$ cat config.mk
export PLATFORM = sky130hd
export DESIGN_NAME = fetch_queue_unit
export DESIGN_NICKNAME = d
export VERILOG_FILES = /design/src/rtl/fetch_queue_unit.sv
export SDC_FILE = /design/constraint.sdc
export NUM_CORES = 1
export LEC_CHECK = 0
export CAP_MARGIN = 20
export CORE_UTILIZATION = 54
export DETAILED_ROUTE_END_ITERATION = 10
export PLACE_DENSITY_LB_ADDON = 0.15
export SYNTH_ARGS = -nofsm -noshare
export SYNTH_HDL_FRONTEND = slang
export SYNTH_SLANG_ARGS = --single-unit
$ cat constraint.sdc
create_clock -name clk -period 9.19 [get_ports clk]
set_clock_uncertainty 0.2 [all_clocks]
set_input_delay 1.838 -clock clk [delete_from_list [all_inputs] [get_ports clk]]
set_output_delay 1.838 -clock clk [all_outputs]
set_load 0.02 [all_outputs]
$ cat src/rtl/fetch_queue_unit.sv
// Instruction-fetch stage: PC generation, I-cache lookup with a memory fallback
// on miss, and a DEPTH-entry {pc, instr, redir} queue feeding decode.
module fetch_queue_unit #(
  parameter int unsigned     XLEN     = 32,
  parameter int unsigned     DEPTH    = 4,
  parameter logic [XLEN-1:0] RESET_PC = '0,
  parameter int unsigned     PC_STEP  = 4
) (
  input  logic            clk,
  input  logic            rst,
  input  logic            ex_if_pce,
  input  logic [XLEN-1:0] ex_if_pc,
  output logic [XLEN-1:0] ic_addr,
  input  logic            ic_hit,
  input  logic [XLEN-1:0] ic_data,
  output logic            ic_fill_en,
  output logic [XLEN-1:0] ic_fill_addr,
  output logic [XLEN-1:0] ic_fill_data,
  output logic            mem_req,
  output logic [XLEN-1:0] mem_addr,
  input  logic            mem_ok,
  input  logic [XLEN-1:0] mem_data,
  output logic            id_valid,
  input  logic            id_ready,
  output logic [XLEN-1:0] id_pc,
  output logic [XLEN-1:0] id_is,
  output logic            id_redir
);

  localparam int unsigned PW = $clog2(DEPTH);
  localparam int unsigned CW = PW + 1;

  typedef enum logic [1:0] {IDLE, WAIT, DROP} state_e;

  state_e          state_q, state_d;
  logic [XLEN-1:0] pc_q, pc_d, pcNext;
  logic [XLEN-1:0] npc_q;
  logic [XLEN-1:0] memAddr_q;
  logic            redirFlag_q;
  logic            fillEn_q;
  logic [XLEN-1:0] fillAddr_q, fillData_q;

  logic [XLEN-1:0] pcMem_q    [DEPTH];
  logic [XLEN-1:0] isMem_q    [DEPTH];
  logic            redirMem_q [DEPTH];
  logic [PW-1:0]   wrPtr_q, rdPtr_q;
  logic [CW-1:0]   count_q;

  logic deq, full, hitEnq, missIssue, missEnq, enq;
  logic [XLEN-1:0] enqPc, enqIs;

  // A flush beats decode's accept, and a slot freed by this cycle's dequeue is usable.
  assign deq       = (count_q != '0) && id_ready && !ex_if_pce;
  assign full      = (count_q == CW'(DEPTH)) && !deq;
  assign hitEnq    = (state_q == IDLE) && !ex_if_pce && !full && ic_hit;
  assign missIssue = (state_q == IDLE) && !ex_if_pce && !full && !ic_hit;
  assign missEnq   = (state_q == WAIT) && mem_ok && !ex_if_pce;
  assign enq       = hitEnq || missEnq;
  assign enqPc     = hitEnq ? pc_q : memAddr_q;
  assign enqIs     = hitEnq ? ic_data : mem_data;
  assign pcNext    = pc_q + XLEN'(PC_STEP);

  always_ff @(posedge clk) begin
    if (!rst) state_q <= IDLE;
    else      state_q <= state_d;
  end

  always_comb begin
    state_d = state_q;
    case (state_q)
      IDLE:    if (missIssue) state_d = WAIT;
      WAIT:    if (mem_ok) state_d = IDLE; else if (ex_if_pce) state_d = DROP;
      DROP:    if (mem_ok) state_d = IDLE;
      default: state_d = IDLE;
    endcase
  end

  always_comb begin
    mem_req = 1'b0;
    if (state_q == WAIT) mem_req = 1'b1;
  end

  // The newest redirect target always wins, including one arriving with the drop response.
  always_comb begin
    pc_d = pc_q;
    case (state_q)
      IDLE:    if (ex_if_pce) pc_d = ex_if_pc; else if (hitEnq) pc_d = pcNext;
      WAIT:    if (mem_ok) pc_d = ex_if_pce ? ex_if_pc : pcNext;
      DROP:    if (mem_ok) pc_d = ex_if_pce ? ex_if_pc : npc_q;
      default: pc_d = pc_q;
    endcase
  end

  always_ff @(posedge clk) begin
    if (!rst) begin
      pc_q        <= RESET_PC;
      npc_q       <= '0;
      memAddr_q   <= '0;
      redirFlag_q <= 1'b1;
      fillEn_q    <= 1'b0;
      fillAddr_q  <= '0;
      fillData_q  <= '0;
      wrPtr_q     <= '0;
      rdPtr_q     <= '0;
      count_q     <= '0;
      for (int i = 0; i < DEPTH; i++) begin
        pcMem_q[i]    <= '0;
        isMem_q[i]    <= '0;
        redirMem_q[i] <= 1'b0;
      end
    end else begin
      pc_q     <= pc_d;
      fillEn_q <= missEnq;
      if (missIssue) memAddr_q <= pc_q;
      if (ex_if_pce && (state_q != IDLE)) npc_q <= ex_if_pc;
      if (missEnq) begin
        fillAddr_q <= memAddr_q;
        fillData_q <= mem_data;
      end
      if (ex_if_pce)  redirFlag_q <= 1'b1;
      else if (enq)   redirFlag_q <= 1'b0;
      if (ex_if_pce) begin
        rdPtr_q <= wrPtr_q;
        count_q <= '0;
      end else begin
        if (enq) begin
          pcMem_q[wrPtr_q]    <= enqPc;
          isMem_q[wrPtr_q]    <= enqIs;
          redirMem_q[wrPtr_q] <= redirFlag_q;
          wrPtr_q             <= wrPtr_q + 1'b1;
        end
        if (deq) rdPtr_q <= rdPtr_q + 1'b1;
        count_q <= count_q + CW'(enq) - CW'(deq);
      end
    end
  end

  assign ic_addr      = pc_q;
  assign mem_addr     = memAddr_q;
  assign ic_fill_en   = fillEn_q;
  assign ic_fill_addr = fillAddr_q;
  assign ic_fill_data = fillData_q;
  assign id_valid     = (count_q != '0);
  assign id_pc        = pcMem_q[rdPtr_q];
  assign id_is        = isMem_q[rdPtr_q];
  assign id_redir     = redirMem_q[rdPtr_q];

endmodule

==> flow_summary.json <==
{
  "worstSetupPathType": "primary input to register",
  "grt_overflow": 0,
  "area_growth_pct": 24.2,
  "finalSetupViolations": 0,
  "clock_sinks": 433,
  "wire_per_inst_um": 20.1,
  "crit_fanout": 70,
  "seqPwrFrac": 0.485,
  "p_int_mw": 3.47,
  "coreArea_mm2": 0.0347,
  "grt_pass1_vias": 13520,
  "arrival_ns": 5.68,
  "async_flop_share": 0,
  "yosys-top-cells-count": "315 x nand2_1, 273 x nor2_1, 257 x edfxtp_1, 176 x dfxtp_1, 131 x a21boi_0",
  "setup_tns_ns": 0,
  "cts_buffer_depth": 3,
  "fp-row-count": 68,
  "hpwl_um": 29500,
  "die_width_um": 190,
  "status": "complete, no violations",
  "slew_headroom": 0.305,
  "yosysMostFrequentCell": "nand2_1",
  "route.detailed.drc": 0,
  "grt_pass1_wl_um": 74500,
  "synth-edff-count": 257,
  "netlist_area_mm2": 0.0191,
  "seq_area_frac_synth": 0.588,
  "num_antenna_cells": 0,
  "p_sw_mw": 1.06,
  "fp.dieArea_mm2": 0.0362,
  "post_cts_resized": 0,
  "clk_latency_ns": 0.54,
  "avgSynthCellArea_um2": 11.3,
  "synth.top_cell.area_share": 0.404,
  "gp_congestion": 0.864,
  "nets": 2025,
  "preCtsSetupSlack_ns": 2.87,
  "vdd_ir_drop_max_v": 0.000149,
  "netlist.top_cell.by_area": "edfxtp_1",
  "synth_ff_type": "edfxtp_1",
  "crit_path_start_kind": "primary input",
  "post_cts_buffers": 0,
  "cts_inserted_buffers": 45,
  "vias": 13903,
  "grtUsageTotal": 0.267,
  "rsz0062_at_grt": "false",
  "swShare": 0.233,
  "syn_nets": 1799,
  "drv_cap": 0,
  "die_height_um": 190,
  "power_frac_comb": 0.099,
  "drt-initial-drc-count": 1206,
  "syn-instance-count": 1693,
  "cts_htree_levels": 2,
  "clock-root-buffer": "clkbuf_16",
  "port_buffers": 297,
  "drt_pass1_iterations": 6,
  "tightest_slew_ns": 1.04,
  "p_leak_nw": 8.32,
  "viasPerCell": 5.77,
  "yosysWarningCount": 0,
  "powerDensity_mw_per_mm2": 191,
  "fillerInstances": 2620,
  "drt-total-wl_um": 48500,
  "clock.fmax_mhz": 175,
  "fin_crit_ns": 5.72,
  "yosysUniqueCellTypes": 66,
  "synth.top_cells.by_area": "edfxtp_1 40%, dfxtp_1 18%, mux4_2 7.7%",
  "fin_crit_sh": 0.622,
  "slew_viol_final": 0,
  "hold_viol_final": 0,
  "drive_gt1_frac": 0.103,
  "io_pins": 298,
  "initial_core_util": 0.551,
  "cts_tree": "yes",
  "postRouteAntennaNets": 0,
  "power.share.clock": 0.416,
  "cts.clk_slew.worst_paths_ns": 0.06,
  "setup_slack_ns": 3.47,
  "hp-class": "register to register",
  "grt_max_degree": 97,
  "critPathRequiredTime_ns": 9.16,
  "ys_ff_latch": 433,
  "grt_antenna_before_repair": 1,
  "cts_hold_buf": 0,
  "critPathCaptureType": "register"
}
[placed cells by master, fill, tap and decap left out, types with 7 or more instances in the layout]
cell,synthesis,final
mux4_2,65,65
nand4_1,11,11
o211ai_1,8,8
buf_4,4,15
mux2i_1,68,68
nor3b_1,7,7
clkdlybuf4s50_1,0,295
a21oi_1,32,31
edfxtp_1,257,257
clkbuf_16,0,45
a211oi_1,9,9
o22ai_1,8,8
nor2_2,20,21
and3_1,9,9
o21ai_0,36,34
a21boi_0,131,131
nand2_1,315,314
clkinv_2,0,12
nor3_1,7,7
nor2_1,273,272
nand3_1,17,15
and2_1,8,8
bufinv_16,0,7
dfxtp_1,176,174
[registers in the layout (all words and copies together), names as in the netlist, 2 cells and up, named ones only]
register / flops
ic_addr: 32
wrPtr_q: 2
ic_fill_addr: 32
npc_q: 32
state_q: 2
isMem_q: 128
mem_addr: 32
pcMem_q: 128
rdPtr_q: 2
ic_fill_data: 32
redirMem_q: 4
count_q: 3
[stage by stage]
stage | utilization | area, µm² | hold slack (ns) | instances | total power, mW
floorplan | - | 19100 | 0.235 | 1693 | 2.48
global placement | 0.638 | 22100 | 0.250 | 2324 | 2.68
detailed placement | 0.638 | 22100 | 0.254 | 2324 | 2.69
CTS | 0.682 | 23700 | 0.263 | 2407 | 4.55
global route | 0.684 | 23700 | 0.286 | 2410 | 4.66
finish | 0.684 | 23700 | 0.261 | 2410 | 4.53
[path summary, 6_finish.rpt]
check                           slack, ns       start              to  cells past startpoint
worst max-delay path                 3.47    id_ready  pcMem_q[3][18]                      7
worst min-delay path                 0.26   npc_q[26]       npc_q[26]                      2
worst max register to register       4.89  count_q[0]  pcMem_q[3][18]                      6
worst min register to register       0.26   npc_q[26]       npc_q[26]                      2
[kinds of logic after synthesis]
kind of cell             synth area share
AND/OR/NAND/NOR                     0.156
flip-flops                          0.588
AO/OA/AOI/OAI                      0.0983
buffers and inverters              0.0385
multiplexers                        0.112
XOR/XNOR                          0.00412
adder cells (fa/ha/maj)           0.00301
[critical path: stages]
cell and delay (ns):
clkdlybuf4s50_1 0.48, or4b_4 0.56, a31oi_4 0.41, nand2b_4 0.81, a21oi_1 0.16, a21oi_4 0.70, buf_4 0.65
[power by group through the flow]
stage | registers, mW | logic (mW) | clock network, mW
after floorplan | 2.24 | 0.245 | 0
after global placement | 2.23 | 0.442 | 0
after detailed placement | 2.24 | 0.447 | 0
after CTS | 2.20 | 0.450 | 1.90
after global routing | 2.21 | 0.480 | 1.98
final | 2.20 | 0.449 | 1.88
[layer usage]
layer / track usage / part of all wire
met1: 0.366 / 0.42
met4: 0.0849 / 0.025
met2: 0.435 / 0.48
met3: 0.0445 / 0.079
met5: 0 / 0.00031
[area by class of cell]
class,instances,area (µm²),area share
inverter,6,22.5,0.000949
clock buffer,55,1220,0.0513
timing repair buffer,314,3130,0.132
multi-input combinational,1119,7230,0.304
tap,455,569,0.0240
clock inverter,28,322,0.0135
sequential,433,11200,0.474
(Power assumes the default switching activity.)
